## src/rtl/lfsr_checker_sat_counter.sv

```systemverilog
// Saturating up-counter with synchronous clear.
// Clear takes priority over a same-cycle increment.
module sat_counter #(
    parameter int W = 16
) (
    input  logic         clock,
    input  logic         reset_n,
    input  logic         inc,
    input  logic         clr,
    output logic [W-1:0] value
);

    logic [W-1:0] r_value;

    always_ff @(posedge clock or negedge reset_n) begin
        if (!reset_n) begin
            r_value <= '0;
        end else if (clr) begin
            r_value <= '0;
        end else if (inc && (r_value != '1)) begin
            r_value <= r_value + W'(1);
        end
    end

    assign value = r_value;

endmodule

```

## config.mk

```make
export PLATFORM = sky130hd
export DESIGN_NAME = sat_counter
export DESIGN_NICKNAME = d
export VERILOG_FILES = /design/src/rtl/lfsr_checker_sat_counter.sv
export SDC_FILE = /design/constraint.sdc
export NUM_CORES = 1
export LEC_CHECK = 0
export CAP_MARGIN = 20
export CORE_AREA = 2 2 62 64
export DETAILED_ROUTE_END_ITERATION = 6
export DIE_AREA = 0 0 64 66
export HOLD_SLACK_MARGIN = 0.02
export PLACE_DENSITY = 0.53
export SLEW_MARGIN = 20
export SYNTH_ARGS = -nofsm -noshare
export SYNTH_HDL_FRONTEND = slang
export SYNTH_SLANG_ARGS = --single-unit
```

## constraint.sdc

```tcl
create_clock -name clock -period 2 [get_ports clock]
set_input_delay 0.5 -clock clock [delete_from_list [all_inputs] [get_ports clock]]
set_output_delay 0.5 -clock clock [all_outputs]
set_load 0.02 [all_outputs]
```

==> run metrics, run 1 <==
Fin. Hold Viols 0; leading cell type in the layout, fill and taps excluded clkdlybuf4s50_1; minimum clock period after layout 1962 ps; CP Depth 1; ant diodes 0; syn nets 103; vias 935; CP top delay family buffers and inverters; Rows 22; Starting Density 26.53%; worst setup path class reg -> out; gpl congestion 0.8163; syn avg cell area 9.614 um2; first-pass GRT wire length 4.119 mm; final worst-path cycle share 98.09%; worst hold path class in -> async; Post-Route WL 2.423 mm; H-tree depth 1; DP HPWL 1.749 mm; setup repair bufs after CTS 0; CTS Buf Count 3; Tot Pwr 620.1 uW; port bufs 19; DRC viols 0; Slew headroom 72.45%; Worst Skew 2.294 ps; reg2reg setup slack 120 ps; GRT Residual Overflow 0; cells after synthesis 98; most frequent cells in the layout clkdlybuf4s50_1 (19), dfrtp_1 (15), buf_4 (12); Worst setup EP type output port; R2R cell count 6; CORE AREA 0.003551 mm2; Buf/Inv on CP 1; #FFs+latches synth 16; layout cells sized above 1 20.93%; die area 0.004224 mm2; clk sinks 16; Max Fclk 509.7 MHz; initial antenna violation count 0; Seq/Total Area, Yosys 42.50%; worst hold margin 514.4 ps; nets 135; cells along the critical path clkdlybuf4s50_1; Startpoint Class flop; LEAKAGE 0.5257 nW; 1st-iter DRT viols 29; Worst EP required 1500 ps; critical path data arrival time 1460 ps; max incr delay on CP 660 ps; Routed WL per cell 13.69 um; Chip Height 66 um; largest net degree at the start of global routing 17; root buf cell clkbuf_4; Mapped Area 942.2 um2; vias in the first global route 844; crit-path max FO 8; Final Max Tran Viols 0; Top-Level Pins 20; worst skew pair latency 290 ps; clock-pin slew on the worst setup and hold paths 110 ps; setup repair after global routing missed its margin false; GRT Util Overall 12.47%; measured slew at the worst slew-check pin 410.1 ps; Slowest cell on crit path clkdlybuf4s50_1; clock tree buffer depth 2; final core occ 37.00%; outcome complete, no violations; Power Density 472.0 mW/mm2; TritonCTS clock tree done; Max Cap Viol 0; Vias/cell 5.282; Yosys cell types 28; VDD IR-drop max 139.7 uV; Area Growth Syn to Fin 39.44%; yosys warns 0; Die Span X 64 um; antenna-violating nets left 0; Finish-stage setup viols 0; max reg flops 16; first drt pass iteration count 4
-- cells by family (layout without fill, tap and decap cells) --
group	Yosys count	after routing	synth area share [%]
adder cells (fa/ha/maj)	1	1	1.328
flip-flops	16	16	42.50
AND/OR/NAND/NOR	45	45	31.21
buffers and inverters	8	39	3.983
multiplexers	4	4	4.781
AO/OA/AOI/OAI	24	24	16.20
-- where the power goes --
part	leakage, nW	internal, mW	switching [mW]
combinational	0.284	0.0295	0.0335
sequential	0.221	0.326	0.00291
clock	0.0210	0.111	0.117
-- final cells by class --
type / count / area [um2]
Clock buffer: 4 / 36.28
Multi-Input combinational cell: 74 / 504.2
Fill cell: 352 / 2237
Tap cell: 48 / 60.06
Inverter: 3 / 11.26
Timing Repair Buffer: 32 / 300.3
Sequential cell: 16 / 401.6
-- metal layers --
| layer | up-vias | track usage, % | share of wire [%] |
|---|---|---|---|
| met5 | - | 0 | 0 |
| li1 | 444 | - | - |
| met2 | 19 | 21.48 | 49 |
| met3 | 2 | 1.704 | 2.9 |
| met1 | 470 | 15.73 | 47 |
| met4 | 0 | 4.891 | 1.1 |
-- path summary, 6_finish.rpt --
path,endpoint,start
worst max register to register,value[3],value[1]
min in group clock,value[14],value[14]
worst min-delay path,value[15],reset_n
worst min register to register,value[14],value[14]
max in group asynchronous,value[2],reset_n
worst max-delay path,value[7],value[7]
-- metrics by stage --
step,setup WS [ps],cell area [um2],setup TNS (ps),std cells
after floorplan,116.6,942.2,0,98
after global placement,-22.66,1276,-39.07,173
after detailed placement,-46.87,1276,-152.2,173
after CTS,37.28,1313,0,177
after global routing,10.01,1314,0,177
final,38.22,1314,0,177
-- repair_timing --
item | CTS | global route
hold buffers | 0 | 0
setup endpoints to repair | 0 | 1
resized for setup | 0 | 1
-- Yosys cell counts --
master | count | area (um2)
nand2_1 | 6 | 22.52
mux2_1 | 4 | 45.04
o21ai_0 | 1 | 5.000
nor2b_1 | 4 | 25.02
nor2_1 | 4 | 15.01
nor4_4 | 1 | 21.27
and3_1 | 2 | 12.51
nor3_1 | 1 | 5.000
or4_1 | 5 | 37.54
nand4_2 | 1 | 12.51
or3_2 | 1 | 7.510
nor4_1 | 4 | 25.02
or4_2 | 2 | 17.52
nand3b_1 | 1 | 7.510
or3_1 | 2 | 12.51
clkbuf_1 | 4 | 15.01
dfrtp_1 | 16 | 400.4
o211ai_2 | 1 | 12.51
ha_1 | 1 | 12.51
inv_1 | 3 | 11.26
nand4_1 | 6 | 37.54
a21oi_1 | 11 | 55.05
and4_2 | 2 | 20.02
buf_6 | 1 | 11.26
o31ai_1 | 7 | 52.55
a211oi_2 | 1 | 12.51
nand3_1 | 3 | 15.01
o21ai_1 | 3 | 15.01
(Power assumes the default switching activity.)
==> inputs of run 2 (changes only) <==
--- a/config.mk
+++ b/config.mk
@@ -10,7 +10,7 @@
 export DETAILED_ROUTE_END_ITERATION = 6
 export DIE_AREA = 0 0 64 66
 export HOLD_SLACK_MARGIN = 0.02
-export PLACE_DENSITY = 0.53
+export PLACE_DENSITY = 0.55
 export SLEW_MARGIN = 20
 export SYNTH_ARGS = -nofsm -noshare
 export SYNTH_HDL_FRONTEND = slang
==> constraint.sdc (replaced) <==
create_clock -name clock -period 1.7 [get_ports clock]
set_input_delay 0.425 -clock clock [delete_from_list [all_inputs] [get_ports clock]]
set_output_delay 0.425 -clock clock [all_outputs]
set_load 0.02 [all_outputs]
==> run metrics, run 2 (synthesized netlist as in run 1, its figures left out) <==
outcome complete, but fails checks; violated checks setup timing; most frequent cells in the layout buf_4 (39), dlygate4sd2_1 (13), dfrtp_1 (10); nets 167; R2R cell count 7; CORE AREA 0.003551 mm2; vias 1051; LEAKAGE 0.7657 nW; reg2reg setup slack -40 ps; clk sinks 16; worst setup path class reg -> reg; clock tree buffer depth 2; die area 0.004224 mm2; max incr delay on CP 480 ps; largest net degree at the start of global routing 17; crit-path max FO 9; cells along the critical path ha_4 > nand4_4 > nor4_4 > buf_4 > buf_8 > or4_4 > a21oi_2; max reg flops 16; initial antenna violation count 0; Buf/Inv on CP 2; worst hold path class in -> async; 1st-iter DRT viols 47; Post-Route WL 2.929 mm; vias in the first global route 1028; Crit Reg-Reg Startpoint value[0]; number of fillers in the final layout 318; Starting Density 26.53%; Slowest cell on crit path or4_4; Worst Skew 2.035 ps; Fin. Hold Viols 0; clock-pin slew on the worst setup and hold paths 100 ps; Power Density 395.2 mW/mm2; CP top delay family simple AND/OR/NAND/NOR gates; gpl congestion 0.7622; Final Max Tran Viols 0; Rows 22; Chip Height 66 um; ant diodes 0; measured slew at the worst slew-check pin 368.9 ps; first-pass GRT wire length 4.754 mm; minimum clock period after layout 1742 ps; met2 Track Usage GR 24.48%; FF-to-FF End value[7]; Max Fclk 573.9 MHz; critical path data arrival time 1960 ps; Top-Level Pins 20; met3 Use GR 2.215%; antenna-violating nets left 0; met1 Track Usage GR 18.14%; VDD IR-drop max 154.3 uV; Tot Pwr 687.4 uW; GRT Residual Overflow 0; CTS Buf Count 3; worst skew pair latency 290 ps; Max Cap Viol 0; Final Instance Area 0.001739 mm2; Area Growth Syn to Fin 84.60%; Finish-stage setup viols 3; H-tree depth 1; DP HPWL 1.976 mm; Vias/cell 5.053; TritonCTS clock tree done; placed cell area 0.001464 mm2; first drt pass iteration count 4; port bufs 19; root buf cell clkbuf_4; Routed WL per cell 14.08 um; Worst setup EP type flop; GRT Util Overall 14.36%; Worst EP required 1920 ps; final setup margin -42.40 ps; Startpoint Class flop; Setup WS pre-CTS -279.9 ps; Slew headroom 75.33%; Die Span X 64 um; setup repair after global routing missed its margin true; leading cell type in the layout, fill and taps excluded buf_4; layout cells sized above 1 57.50%; DRC viols 0; final worst-path cycle share 102.5%; GRT busiest layer met2
run 2: cell count changes in the layout (fill, tap and decap cells not counted), moves of 6 or more:
| cell | change |
|---|---|
| a21oi_1 | -9 |
| a21oi_2 | +9 |
| buf_4 | +27 |
| clkdlybuf4s50_1 | -16 |
| dlygate4sd2_1 | +13 |
| or4_4 | +6 |
run 2: power by group:
part           total (mW)  internal, mW  switching, mW
Combinational      0.0893        0.0401         0.0493
Clock               0.210        0.0823          0.127
Sequential          0.388         0.384        0.00401
Total               0.687         0.507          0.181
run 2: how the worst max path moves through the flow:
stage                    from         to  cells past startpoint
global route         value[1]   value[7]                      7
detailed placement        inc  value[11]                      5
CTS                  value[1]  value[11]                      6
floorplan           value[10]  value[15]                      4
global placement          inc  value[13]                      5
finish               value[0]   value[7]                      7
run 2: per-layer routing:
metal / part of all wire, % / routed length (um)
met3: 1.6 / 48
met4: 1.7 / 49
met2: 50 / 1478
met5: 0 / 0
met1: 46 / 1352
run 2: what timing repair did:
| action | 4_1_cts | 5_1_grt |
|---|---|---|
| pin swaps | 6 | 17 |
| hold buffers | 0 | 0 |
| buffers inserted | 5 | 9 |
| resized for setup | 31 | 38 |
| endpoints found under the setup margin | 23 | 20 |
run 2: area by class of cell:
class                   count  area [um2]  share of cell area [%]
well taps                  48       60.06                   3.453
clock buffers               3       22.52                   1.295
repair buffers             64       536.8                   30.86
inverters                   3       11.26                  0.6475
multi-input cells          74       700.7                   40.29
flip-flops and latches     16       407.9                   23.45
run 2: stage by stage:
| stage | setup TNS (ps) | hold WS [ps] | utilization (%) | std cells |
|---|---|---|---|---|
| after global routing | -545.5 | 476.6 | 48.98 | 208 |
| after global placement | -2496 | 638.9 | 41.23 | 194 |
| after CTS | -464.0 | 464.1 | 43.13 | 200 |
| after floorplan | -5.714 | 129.4 | - | 98 |
| after detailed placement | -2825 | 639.9 | 41.23 | 194 |
| final | -63.87 | 459.6 | 48.98 | 208 |
